==> src/rtl/legv8_ctrl_pkg.sv <==
// Shared types and encodings for the LEGv8 multi-cycle and pipelined control.
package legv8_ctrl_pkg;

  typedef enum logic [2:0] {
    ST_FETCH, ST_DECODE, ST_EXEC, ST_MEM, ST_WB, ST_TRAP
  } state_t;

  typedef enum logic [2:0] {
    CL_RTYPE, CL_LDUR, CL_STUR, CL_CBZ, CL_B, CL_ILLEGAL
  } instr_class_t;

  localparam logic [10:0] OP_ADD  = 11'b10001011000;
  localparam logic [10:0] OP_SUB  = 11'b11001011000;
  localparam logic [10:0] OP_AND  = 11'b10001010000;
  localparam logic [10:0] OP_ORR  = 11'b10101010000;
  localparam logic [10:0] OP_LDUR = 11'b11111000010;
  localparam logic [10:0] OP_STUR = 11'b11111000000;
  localparam logic [7:0]  OP_CBZ_PFX = 8'b10110100;
  localparam logic [5:0]  OP_B_PFX   = 6'b000101;

  localparam logic [1:0] ALU_ADD    = 2'b00;
  localparam logic [1:0] ALU_PASS_B = 2'b01;
  localparam logic [1:0] ALU_FUNC   = 2'b10;

  localparam logic [1:0] CAUSE_NONE    = 2'b00;
  localparam logic [1:0] CAUSE_ILLEGAL = 2'b01;
  localparam logic [1:0] CAUSE_IMEM    = 2'b10;
  localparam logic [1:0] CAUSE_DMEM    = 2'b11;

endpackage

==> src/rtl/legv8_opcode_decode.sv <==
// Combinational opcode -> instruction class decoder, shared with the pipelined control.
module legv8_opcode_decode
  import legv8_ctrl_pkg::*;
(
  input  logic [10:0]  opcode,
  output instr_class_t iclass
);

  always_comb begin
    iclass = CL_ILLEGAL;
    if (opcode == OP_ADD || opcode == OP_SUB || opcode == OP_AND || opcode == OP_ORR)
      iclass = CL_RTYPE;
    else if (opcode == OP_LDUR)
      iclass = CL_LDUR;
    else if (opcode == OP_STUR)
      iclass = CL_STUR;
    else if (opcode[10:3] == OP_CBZ_PFX)
      iclass = CL_CBZ;
    else if (opcode[10:5] == OP_B_PFX)
      iclass = CL_B;
  end

endmodule

==> src/rtl/legv8_multicycle_ctrl.sv <==
// Multi-cycle LEGv8 sequencer: FETCH/DECODE/EXEC/MEM/WB with memory timeouts and retire count.
module legv8_multicycle_ctrl
  import legv8_ctrl_pkg::*;
#(
  parameter int TIMEOUT = 16,
  parameter int CNT_W   = 32
) (
  input  logic             CLOCK,
  input  logic             RESET,
  input  logic [10:0]      OPCODE,
  input  logic             ALU_ZERO,
  input  logic             IMEM_READY,
  input  logic             DMEM_READY,
  output logic             IMEM_REQ,
  output logic             IR_WRITE,
  output logic             DMEM_REQ,
  output logic             DMEM_WE,
  output logic             REG2LOC,
  output logic             ALUSRC,
  output logic [1:0]       ALU_OP,
  output logic             REGWRITE,
  output logic             MEM2REG,
  output logic             PC_WRITE,
  output logic             PC_SRC,
  output logic             TRAP,
  output logic [1:0]       TRAP_CAUSE,
  output logic [CNT_W-1:0] INSTR_COUNT
);

  localparam int WAIT_W = $clog2(TIMEOUT + 1);
  localparam logic [WAIT_W-1:0] WAIT_MAX = WAIT_W'(TIMEOUT);

  state_t             state, state_nxt;
  instr_class_t       cls_q, cls_dec;
  logic [1:0]         cause_q, cause_nxt;
  logic [WAIT_W-1:0]  wait_q;
  logic               wait_inc;
  logic [CNT_W-1:0]   count_q;

  legv8_opcode_decode u_decode (
    .opcode (OPCODE),
    .iclass (cls_dec)
  );

  always_ff @(posedge CLOCK or posedge RESET) begin
    if (RESET) begin
      state   <= ST_FETCH;
      cls_q   <= CL_ILLEGAL;
      cause_q <= CAUSE_NONE;
      wait_q  <= '0;
      count_q <= '0;
    end else begin
      state   <= state_nxt;
      cause_q <= cause_nxt;
      if (state == ST_DECODE)
        cls_q <= cls_dec;
      if (state_nxt != state)
        wait_q <= '0;
      else if (wait_inc)
        wait_q <= wait_q + 1'b1;
      if (PC_WRITE)
        count_q <= count_q + 1'b1;
    end
  end

  always_comb begin
    state_nxt = state;
    cause_nxt = cause_q;
    wait_inc  = 1'b0;
    IMEM_REQ  = 1'b0;
    IR_WRITE  = 1'b0;
    DMEM_REQ  = 1'b0;
    DMEM_WE   = 1'b0;
    REG2LOC   = 1'b0;
    ALUSRC    = 1'b0;
    ALU_OP    = ALU_ADD;
    REGWRITE  = 1'b0;
    MEM2REG   = 1'b0;
    PC_WRITE  = 1'b0;
    PC_SRC    = 1'b0;
    TRAP      = 1'b0;
    case (state)
      ST_FETCH: begin
        // Suppress the request while reset is held so nothing leaks during abort.
        if (!RESET) begin
          IMEM_REQ = 1'b1;
          if (IMEM_READY) begin
            IR_WRITE  = 1'b1;
            state_nxt = ST_DECODE;
          end else if (wait_q == WAIT_MAX) begin
            state_nxt = ST_TRAP;
            cause_nxt = CAUSE_IMEM;
          end else begin
            wait_inc = 1'b1;
          end
        end
      end
      ST_DECODE: begin
        REG2LOC = (cls_dec == CL_STUR) || (cls_dec == CL_CBZ);
        if (cls_dec == CL_ILLEGAL) begin
          state_nxt = ST_TRAP;
          cause_nxt = CAUSE_ILLEGAL;
        end else begin
          state_nxt = ST_EXEC;
        end
      end
      ST_EXEC: begin
        case (cls_q)
          CL_RTYPE: begin
            ALU_OP    = ALU_FUNC;
            state_nxt = ST_WB;
          end
          CL_LDUR, CL_STUR: begin
            ALU_OP    = ALU_ADD;
            ALUSRC    = 1'b1;
            state_nxt = ST_MEM;
          end
          CL_CBZ: begin
            ALU_OP    = ALU_PASS_B;
            REG2LOC   = 1'b1;
            PC_WRITE  = 1'b1;
            PC_SRC    = ALU_ZERO;
            state_nxt = ST_FETCH;
          end
          CL_B: begin
            PC_WRITE  = 1'b1;
            PC_SRC    = 1'b1;
            state_nxt = ST_FETCH;
          end
          default: begin
            state_nxt = ST_TRAP;
            cause_nxt = CAUSE_ILLEGAL;
          end
        endcase
      end
      ST_MEM: begin
        DMEM_REQ = 1'b1;
        ALUSRC   = 1'b1;
        DMEM_WE  = (cls_q == CL_STUR);
        if (DMEM_READY) begin
          if (cls_q == CL_STUR) begin
            PC_WRITE  = 1'b1;
            state_nxt = ST_FETCH;
          end else begin
            state_nxt = ST_WB;
          end
        end else if (wait_q == WAIT_MAX) begin
          state_nxt = ST_TRAP;
          cause_nxt = CAUSE_DMEM;
        end else begin
          wait_inc = 1'b1;
        end
      end
      ST_WB: begin
        REGWRITE  = 1'b1;
        MEM2REG   = (cls_q == CL_LDUR);
        PC_WRITE  = 1'b1;
        state_nxt = ST_FETCH;
      end
      ST_TRAP: begin
        TRAP = 1'b1;
      end
      default: begin
        state_nxt = ST_FETCH;
      end
    endcase
  end

  assign TRAP_CAUSE  = cause_q;
  assign INSTR_COUNT = count_q;

endmodule

==> config.mk <==
export PLATFORM = sky130hd
export DESIGN_NAME = legv8_multicycle_ctrl
export DESIGN_NICKNAME = d
export VERILOG_FILES = /design/src/rtl/legv8_ctrl_pkg.sv /design/src/rtl/legv8_opcode_decode.sv /design/src/rtl/legv8_multicycle_ctrl.sv
export SDC_FILE = /design/constraint.sdc
export NUM_CORES = 1
export LEC_CHECK = 0
export CAP_MARGIN = 40
export CORE_AREA = 2 2 101 103
export DETAILED_ROUTE_END_ITERATION = 8
export DIE_AREA = 0 0 103 105
export DONT_BUFFER_PORTS = 1
export GPL_TIMING_DRIVEN = 0
export PLACE_DENSITY = 0.52
export SETUP_SLACK_MARGIN = 0.1
export SLEW_MARGIN = 20
export SYNTH_ARGS = -nofsm -noshare
export SYNTH_HDL_FRONTEND = slang
export SYNTH_HIERARCHICAL = 1
export SYNTH_SLANG_ARGS = --single-unit
==> constraint.sdc <==
create_clock -name CLOCK -period 2.8 [get_ports CLOCK]
set_clock_uncertainty 0.05 [all_clocks]
set_input_delay 0.28 -clock CLOCK [delete_from_list [all_inputs] [get_ports CLOCK]]
set_output_delay 0.28 -clock CLOCK [all_outputs]
set_load 0.05 [all_outputs]
# ---- Word-level counts from Yosys, hierarchy flattened
# Cells that the tools add are included.
dict set report totals {
  in_bits 16
  latchBits 0
  mem_bits_rw 0
  word_cells 98
  regBits 45
  mem_bits_ro 0
  n_memories 0
  out_inout_bits 47
}
dict set report classes {
  bitwise 0
  div_mod_pow 0
  add_sub_neg 2
  order_cmp 0
  mul 0
  n_shift 0
  reduce_logical 12
  eq_ne 29
  muxes 50
}
# cell n
set op_table {}
lappend op_table {{$eq A11 B11 Y1 const B} 6}
lappend op_table {{$add A32 B1 Y32 const B} 1}
lappend op_table {{$mux W3} 10}
lappend op_table {{$mux W1} 21}
lappend op_table {{$eq A3 B2 Y1 const B} 6}
lappend op_table {{$mux W2} 8}
lappend op_table {{$pmux W3 S5} 1}
lappend op_table {{$eq A3 B3 Y1 const B} 4}
lappend op_table {{$ne A2 B2 Y1 const B} 6}
lappend op_table {{$mux W5} 2}
lappend op_table {{$pmux W3 S3} 1}
lappend op_table {{$eq A8 B8 Y1 const B} 1}
lappend op_table {{$pmux W1 S2} 4}
lappend op_table {{$pmux W2 S4} 1}
lappend op_table {{$reduce_and A8 Y1} 1}
lappend op_table {{$eq A3 B1 Y1 const B} 2}
lappend op_table {{$eq A6 B3 Y1 const B} 1}
lappend op_table {{$logic_not A3 Y1} 2}
lappend op_table {{$add A5 B1 Y5 const B} 1}
lappend op_table {{$eq A5 B5 Y1 const B} 1}
lappend op_table {{$reduce_or A5 Y1} 1}
lappend op_table {{$logic_or A1 B1 Y1} 4}
lappend op_table {{$pmux W2 S2} 1}
lappend op_table {{$reduce_bool A4 Y1} 1}
lappend op_table {{5 further kinds} 6}

# ---- Logic depth before layout (Yosys ltp)
# Gate-level depths: netlist (run 1).
dict set report depth {
  depth_word 11
  ltp_mapped 8
  mapped_depth_nobuf 8
}

# ---- By module
# Netlist (run 1), hierarchy kept.
# module seq_area_each_um2 cells_per_inst instances area_per_inst_um2
set modules_own_cells {}
lappend modules_own_cells {legv8_multicycle_ctrl 1128.6 247 1 2512.4}
lappend modules_own_cells {legv8_opcode_decode 0.0 16 1 137.6}

# ---- Worst setup path after synthesis (run 1)
# OpenSTA, ideal clock, no wires.
dict set report synth_timing {
  kind {register to register}
  startpoint {reg state[1]}
  endpoint {reg wait_q[1]}
  setup_ns 0.094
  t_arrival_ns 3.303
  n_path_buf 1
  stages_incl_launch_ff 7
  required_time_ns 2.656
  setup_slack_ns -0.647
  synth_period_minus_slack_ns 3.447
  path_cell_list {dfrtp_1 -> buf_6 -> nor4_1 -> o21ai_0 -> and3_4 -> a221o_1 -> a211oi_1}
}
dict set report synth_between {
  elab_chain_len 6
  elab_cells_between_ends 14
  classes_between {5 x eq/ne; 7 x mux; 2 x reduce/logical}
}
# item line_no
set synth_lines {}
lappend synth_lines {{start, declared} legv8_multicycle_ctrl.sv:33} ;# state_t state, state_nxt;
lappend synth_lines {{start signal, assigned} legv8_multicycle_ctrl.sv:53} ;# state <= state_nxt;
lappend synth_lines {{$mux W3} {legv8_multicycle_ctrl.sv:90, legv8_multicycle_ctrl.sv:147}}
lappend synth_lines {{$mux W3} legv8_multicycle_ctrl.sv:87} ;# if (IMEM_READY) begin
lappend synth_lines {{$mux W3} legv8_multicycle_ctrl.sv:85} ;# if (!RESET) begin
lappend synth_lines {{$pmux W3 S5} legv8_multicycle_ctrl.sv:82} ;# case (state)
lappend synth_lines {{$ne A3 B3 Y1} legv8_multicycle_ctrl.sv:57} ;# if (state_nxt != state)
lappend synth_lines {{$mux W5 or $reduce_bool A2 Y1 (tied branches)} --}
lappend synth_lines {{end signal, assigned} legv8_multicycle_ctrl.sv:60} ;# wait_q <= wait_q + 1'b1;
lappend synth_lines {{end, declared} legv8_multicycle_ctrl.sv:36} ;# logic [WAIT_W-1:0] wait_q;
# Parallel ways exist; a longest one is shown, timed or not.
# A chain may end at the register's enable or synchronous reset.

# ---- Worst setup path after layout (run 1)
dict set report layout_timing {
  startpoint {reg state[0]}
  endpoint {reg wait_q[0]}
}
# Same word-level chain as after synthesis.

==> impl_results.md, run 1 <==
* Area Growth Syn to Fin at 16.3%
* Xor/xnor share of the synthesized area at 0.122
* Max-cap violation count at 0
* Most frequent cells in the layout: dfrtp_1 (39), xor2_1 (26), nand2_1 (17), nor2_1 (17), inv_1 (15)
* Dominant cell type by area after synthesis: dfrtp_1
* Clock power frac at 0.222
* RSZ-0062 raised after global routing: yes
* Largest net degree at the start of global routing at 26
* Buffers on Ports at 0
* Nets@finish at between 200 and 300
* Reg-to-reg endpoint: wait_q[0]
* Tot Pwr at between 2 and 2.5 mW
* Top post-synthesis cells by area: dfrtp_1 (41%), xor2_1 (8.6%), xnor2_1 (3.6%)
* Final Cycle Share at 0.906
* Clock root buffer: clkbuf_8
* Fin util at 0.320
* Post-synth EDFFs at 0
* First drt pass iteration count at 4
* Compound-Gate Fraction of Synth Area at 0.124
* Num rows at 36
* CP endpoint kind: register
* Vias in the first global route at 2085
* Clock Pin Slew Worst Setup and Hold Paths at 0.08 ns
* Via count at just over 2000
* Yosys cell types at 62
* Initial Util at 0.275
* Buf/Inv on CP at 1
* Met2 GRT Util at 0.186
* Critical Path RT at 2.95 ns
* Seq/Total Area, Yosys at 0.426
* Drc violations at 0
* DR vias/cell at approximately 5
* Arr. time, crit path at between 2 and 3 ns
* Hold EP: state[0]
* Largest family of logic cells by synthesized area: simple AND/OR/NAND/NOR gates
* CP cell instances: clkbuf_4 > nor4_4 > o21ai_1 > and3_4 > a221o_1 > a211oi_1
* Mean area per synthesized cell at just over 10 µm²
* Max Clock Freq at approximately 400 MHz
* Mux cell area share after synthesis at 0.0246
* Clock buffer count from CTS at 5
* Final Wtd Congestion at 0.800
* Die Footprint at 0.0108 mm²
* Register share of total power at 0.471
* Diode count at 0
* Initial DRC Count at about 80
* Cell area after technology mapping at around 0.0027 mm²
* Mapped Cells at between 200 and 300
* Final Hold Vio Count at 0
* Grt met1 use at 0.179
* Clock Sinks at 45
* Hold path start: IMEM_READY
* Pin slew with the least headroom to its limit at slightly below 0.8 ns
* Reg-to-Reg Start: state[0]
* Synthesized net count at 282
* DP Wirelength at 4860 µm
* CTS HTree Levels at 2
* Initial antenna violation count at 0
* Leakage at between 1 and 1.5 nW
* Startpoint types: register
* Synth Area in Adders at 0.0142
* P_sw at around 980 µW
* Busiest grt layer: met2
* Clock Latency Late Sink at 0.29 ns
* Commonest non-fill, non-tap cell in the layout: dfrtp_1
* Worst hold stages at 3
* Int Power at ~1.2 mW
* CP Max Fanout at 10
* Hold Path Class: input pin to register
* Die span in y at about 110 µm
* Prevailing post-synth register cell: dfrtp_1
* Count of final max-slew check failures at 0
* Fraction of layout cells with a size suffix above 1 at 0.196
* Relative slew slack at 0.472
* Slowest stage cell, crit path: nor4_4
* R2R setup slack at about 0.26 ns
* GRT overflow at 0
* Avg WL per Cell at ~16 µm
* Min Tclk post-route at 2.54 ns
* Status: completed
* Final WL at 6470 µm
* Setup violators final at 0
* Global-route track usage on met3 at 0.0502
* Core Area at a little under 0.01 mm²
* Logic pwr share at 0.307
* Synthesized flop and latch total at 45
* # IOs at 63
* Die X at 103 µm
* Max IR drop VDD at roughly 0.00025 V
* GRT Overall Usage at 0.127
* CTS Buffer Depth at 2
* Clock tree from TritonCTS: built
* Syn. warnings at 6
* Post-DRT Antenna Nets at 0
* Top-area cell type share of the netlist area at 0.406
* Crit Path Class: register to register
* Sw frac at 0.446
* Slowest stage delay, CP at about 0.68 ns
* Post-Synth Simple-Gate Area at 0.253
* Asr flop ratio synth at 1.00
* First-pass GRT wire length at 11100 µm
* # Post-CTS Setup Buffers at 0
* R2R cell count at 6
* Power density over cell area at slightly above 700 mW/mm²
* CP top delay family: simple AND/OR/NAND/NOR gates
[tightest hold or removal path: stages]
cell and delay (ns):
o21ai_1 0.06, and3_4 0.16, nand2_1 0.06
[layout make-up]
cell class | count | area [µm²]
fillers | 1034 | 6560
clock buffers | 5 | 68.8
inverters | 17 | 67.6
clock inverters | 2 | 38.8
repair buffers | 10 | 90.1
well taps | 133 | 166
plain buffers | 6 | 37.5
flip-flops and latches | 45 | 1130
multi-input cells | 195 | 1480
[worst max path at each step]
stage / from / to / slack [ns] / depth (start not counted)
floorplan: state[2] / MEM2REG / 0.08 / 3
global placement: state[2] / MEM2REG / -0.26 / 3
detailed placement: OPCODE[2] / wait_q[3] / 0.04 / 7
CTS: cls_q[2] / PC_WRITE / 0.11 / 4
global route: state[0] / wait_q[3] / 0.08 / 6
finish: state[0] / wait_q[0] / 0.26 / 6
[cell usage after synthesis, drive strengths merged, types with 6 or more instances]
| cell | number |
|---|---|
| o21ai | 6 |
| dfrtp | 43 |
| and3 | 6 |
| xnor2 | 11 |
| inv | 17 |
| nor4 | 8 |
| nand4 | 10 |
| a211oi | 7 |
| xor2 | 26 |
| nor3 | 13 |
| nor2 | 18 |
| nand2 | 17 |
[power by group through the flow]
| stage | Clock [mW] | Sequential (mW) | Combinational (mW) |
|---|---|---|---|
| 6_report | 0.490 | 1.04 | 0.678 |
| 5_1_grt | 0.545 | 1.06 | 0.741 |
| 4_1_cts | 0.515 | 1.04 | 0.661 |
| 3_5_place_dp | 0 | 1.05 | 0.656 |
| 3_3_place_gp | 0 | 1.05 | 0.619 |
| 2_1_floorplan | 0 | 1.01 | 0.515 |
[routing by layer]
metal	share of wire	wire length, µm
met1	0.47	3010
met2	0.44	2870
met3	0.086	559
met4	0.0037	24
met5	0	0
[through the flow]
step | std cells | area [µm²] | hold slack (ns) | setup slack [ns] | setup TNS, ns
after global placement | 396 | 2840 | 0.538 | -0.262 | -0.262
after CTS | 413 | 3060 | 0.275 | 0.115 | 0
after detailed placement | 405 | 2930 | 0.166 | 0.0371 | 0
after global routing | 413 | 3080 | 0.278 | 0.0816 | 0
after floorplan | 263 | 2670 | 0.502 | 0.0834 | 0
final | 413 | 3080 | 0.265 | 0.262 | 0
[timing repair]
item	in CTS	in global routing
hold buffers	1	0
setup endpoints to repair	5	15
resized for setup	4	8
cloned	0	0
endpoints found under the hold margin	18	0
pin swaps	0	2
[cells by family after synthesis]
family,after synthesis
compound gates,36
xor+xnor,37
fa+ha+maj,3
buf+inv,23
flops,45
mux,6
simple gates,113
[registers in the layout (all words and copies together), names as in the netlist]
register / count
TRAP_CAUSE: 2
wait_q: 5
state: 3
cls_q: 3
INSTR_COUNT: 32
Note: power is estimated with default switching activity, not from simulation.
==> inputs of run 2 (changes only) <==
- clock period: 2.8 -> 2.44 ns (I/O delays scaled with it)
==> impl_results.md, run 2 (synthesized netlist as in run 1, its figures left out) <==
* Arr. time, crit path at 2.56 ns (-0.12 ns)
* Status: completed
* Setup TNS at 0 ns (unchanged)
* Commonest non-fill, non-tap cell in the layout: dfrtp_1
* Max-cap violation count at 0 (unchanged)
* Clock power frac at 0.214 (-0.008)
* Die X at 103 µm (unchanged)
* Num rows at 36 (unchanged)
* CP Max Fanout at 5 (-5)
* P_sw at 1.22 mW (+24%)
* Post-DRT Antenna Nets at 0 (unchanged)
* GRT overflow at 0 (unchanged)
* Clock buffer count from CTS at 5 (unchanged)
* Clock Pin Slew Worst Setup and Hold Paths at 0.10 ns (+0.02 ns)
* Via count at 2117 (+3.5%)
* Clock tree from TritonCTS: built
* Number of fill cells at 1001 (-3.2%)
* Nets@finish at 314 (+5.0%)
* CP endpoint kind: register
* Final WL at 6930 µm (+7.2%)
* Die Footprint at 0.0108 mm² (unchanged)
* Core Area at 0.00964 mm² (unchanged)
* Setup violators final at 0 (unchanged)
* Final Wtd Congestion at 0.799 (about the same)
* First drt pass iteration count at 4 (unchanged)
* Buffers on Ports at 0 (unchanged)
* Relative slew slack at 0.395 (-0.0765)
* Sw frac at 0.448 (+0.00251)
* Leakage at 1.47 nW (+13%)
* DP Wirelength at 4850 µm (-0.18%)
* Sequential cell area at 0.00115 mm² (+1.2%)
* Crit Path Class: register to register
* Initial antenna violation count at 0 (unchanged)
* Clock Sinks at 45 (unchanged)
* Most frequent cells in the layout: dfrtp_1 (28), xor2_1 (26), nand2_1 (17)
* Area Growth Syn to Fin at 30.8%
* Hold Path Class: input pin to register
* Register share of total power at 0.442 (-0.029)
* Vias in the first global route at 2187 (+4.9%)
* Initial DRC Count at 59 (-28%)
* First-pass GRT wire length at 11300 µm (+1.7%)
* Min Tclk post-route at 2.39 ns (-0.150 ns)
* # IOs at 63 (unchanged)
* Clock Latency Late Sink at 0.30 ns (about the same)
* Pin slew with the least headroom to its limit at 0.904 ns (+0.117 ns)
* Initial Util at 0.275 (unchanged)
* Drc violations at 0 (unchanged)
* Largest net degree at the start of global routing at 30 (+15%)
* Final Cycle Share at 0.979 (+0.0724)
* Area of the multi-input gates at 0.00169 mm² (+14%)
* Startpoint types: register
* Number of flip-flops in the largest register at 32 (unchanged)
* Die span in y at 105 µm (unchanged)
* Worst hold slack at 0.270 ns (+0.00470 ns)
* GRT Overall Usage at 0.130 (+0.00273)
* RSZ-0062 raised after global routing: yes
* Final Hold Vio Count at 0 (unchanged)
* Avg WL per Cell at 16.1 µm (+3.2%)
* Int Power at 1.50 mW (+22%)
* Power density over cell area at 783 mW/mm² (+9.4%)
* DR vias/cell at 4.93 (-0.39%)
* Max Clock Freq at 419 MHz (+6.3%)
* Count of final max-slew check failures at 0 (unchanged)
* Critical Path RT at 2.61 ns (-0.34 ns)
* Clock root buffer: clkbuf_8
* Logic pwr share at 0.344 (+0.037)
* CTS Buffer Depth at 2 (unchanged)
* Diode count at 0 (unchanged)
* Fraction of layout cells with a size suffix above 1 at 0.378 (+0.182)
* Max IR drop VDD at 0.000342 V (+36%)
* CTS HTree Levels at 2 (unchanged)
==> run 2: final timing paths <==
check	startpoint	end	slack [ns]	cells past startpoint
worst max-delay path	state[2]	wait_q[4]	0.05	5
worst min register to register	wait_q[0]	wait_q[0]	0.60	2
worst min-delay path	DMEM_READY	state[0]	0.27	3
worst max register to register	state[2]	wait_q[4]	0.05	5
max in group asynchronous	RESET	INSTR_COUNT[4]	1.47	3
min in group asynchronous	RESET	wait_q[4]	0.35	2
==> run 2: layout make-up <==
| type | instances | share of cell area |
|---|---|---|
| multi-input cells | 195 | 0.488 |
| flip-flops and latches | 45 | 0.331 |
| repair buffers | 25 | 0.0675 |
| well taps | 133 | 0.0480 |
| clock buffers | 6 | 0.0209 |
| inverters | 17 | 0.0191 |
| plain buffers | 6 | 0.0141 |
| clock inverters | 2 | 0.0112 |
==> run 2: routing by layer <==
metal | GRT usage | vias to the layer above | share of wire
li1 | - | 1017 | -
met1 | 0.177 | 1033 | 0.43
met2 | 0.205 | 63 | 0.49
met3 | 0.0381 | 4 | 0.071
met4 | 0.0216 | 0 | 0.0055
met5 | 0 | - | 0
==> run 2: critical path: stages, from the launching register on <==
cell and delay (ns):
dfrtp_2 0.46, nor4_4 0.74, o21ai_1 0.18, and3_4 0.22, a221o_2 0.46, a211oi_2 0.20
==> run 2: power by group through the flow <==
stage                     sequential (mW)  combinational, mW  clock (mW)
after floorplan                      1.16              0.596           0
after global placement               1.19              0.724           0
after detailed placement             1.20              0.768           0
after CTS                            1.19              0.834       0.611
after global routing                 1.22               1.01       0.649
final                                1.20              0.933       0.581
==> run 2: through the flow <==
| step | cell area [µm²] | util | setup WS (ns) | total power, mW | instances |
|---|---|---|---|---|---|
| 4_1_cts | 3190 | 0.331 | 0.0208 | 2.64 | 417 |
| 6_report | 3470 | 0.360 | 0.0518 | 2.71 | 429 |
| 3_3_place_gp | 2850 | 0.295 | -0.297 | 1.92 | 396 |
| 2_1_floorplan | 2680 | - | -0.100 | 1.75 | 263 |
| 5_1_grt | 3470 | 0.360 | -0.0231 | 2.88 | 429 |
| 3_5_place_dp | 2920 | 0.302 | -0.312 | 1.96 | 402 |
==> run 2: what timing repair did <==
item                       in CTS  in global routing
setup endpoints to repair      39                 35
hold buffers                    1                  0
buffers inserted                6                 12
cloned                          0                  0
pin swaps                       8                 16
hold endpoints to repair       14                  0
gates resized for setup        32                 46
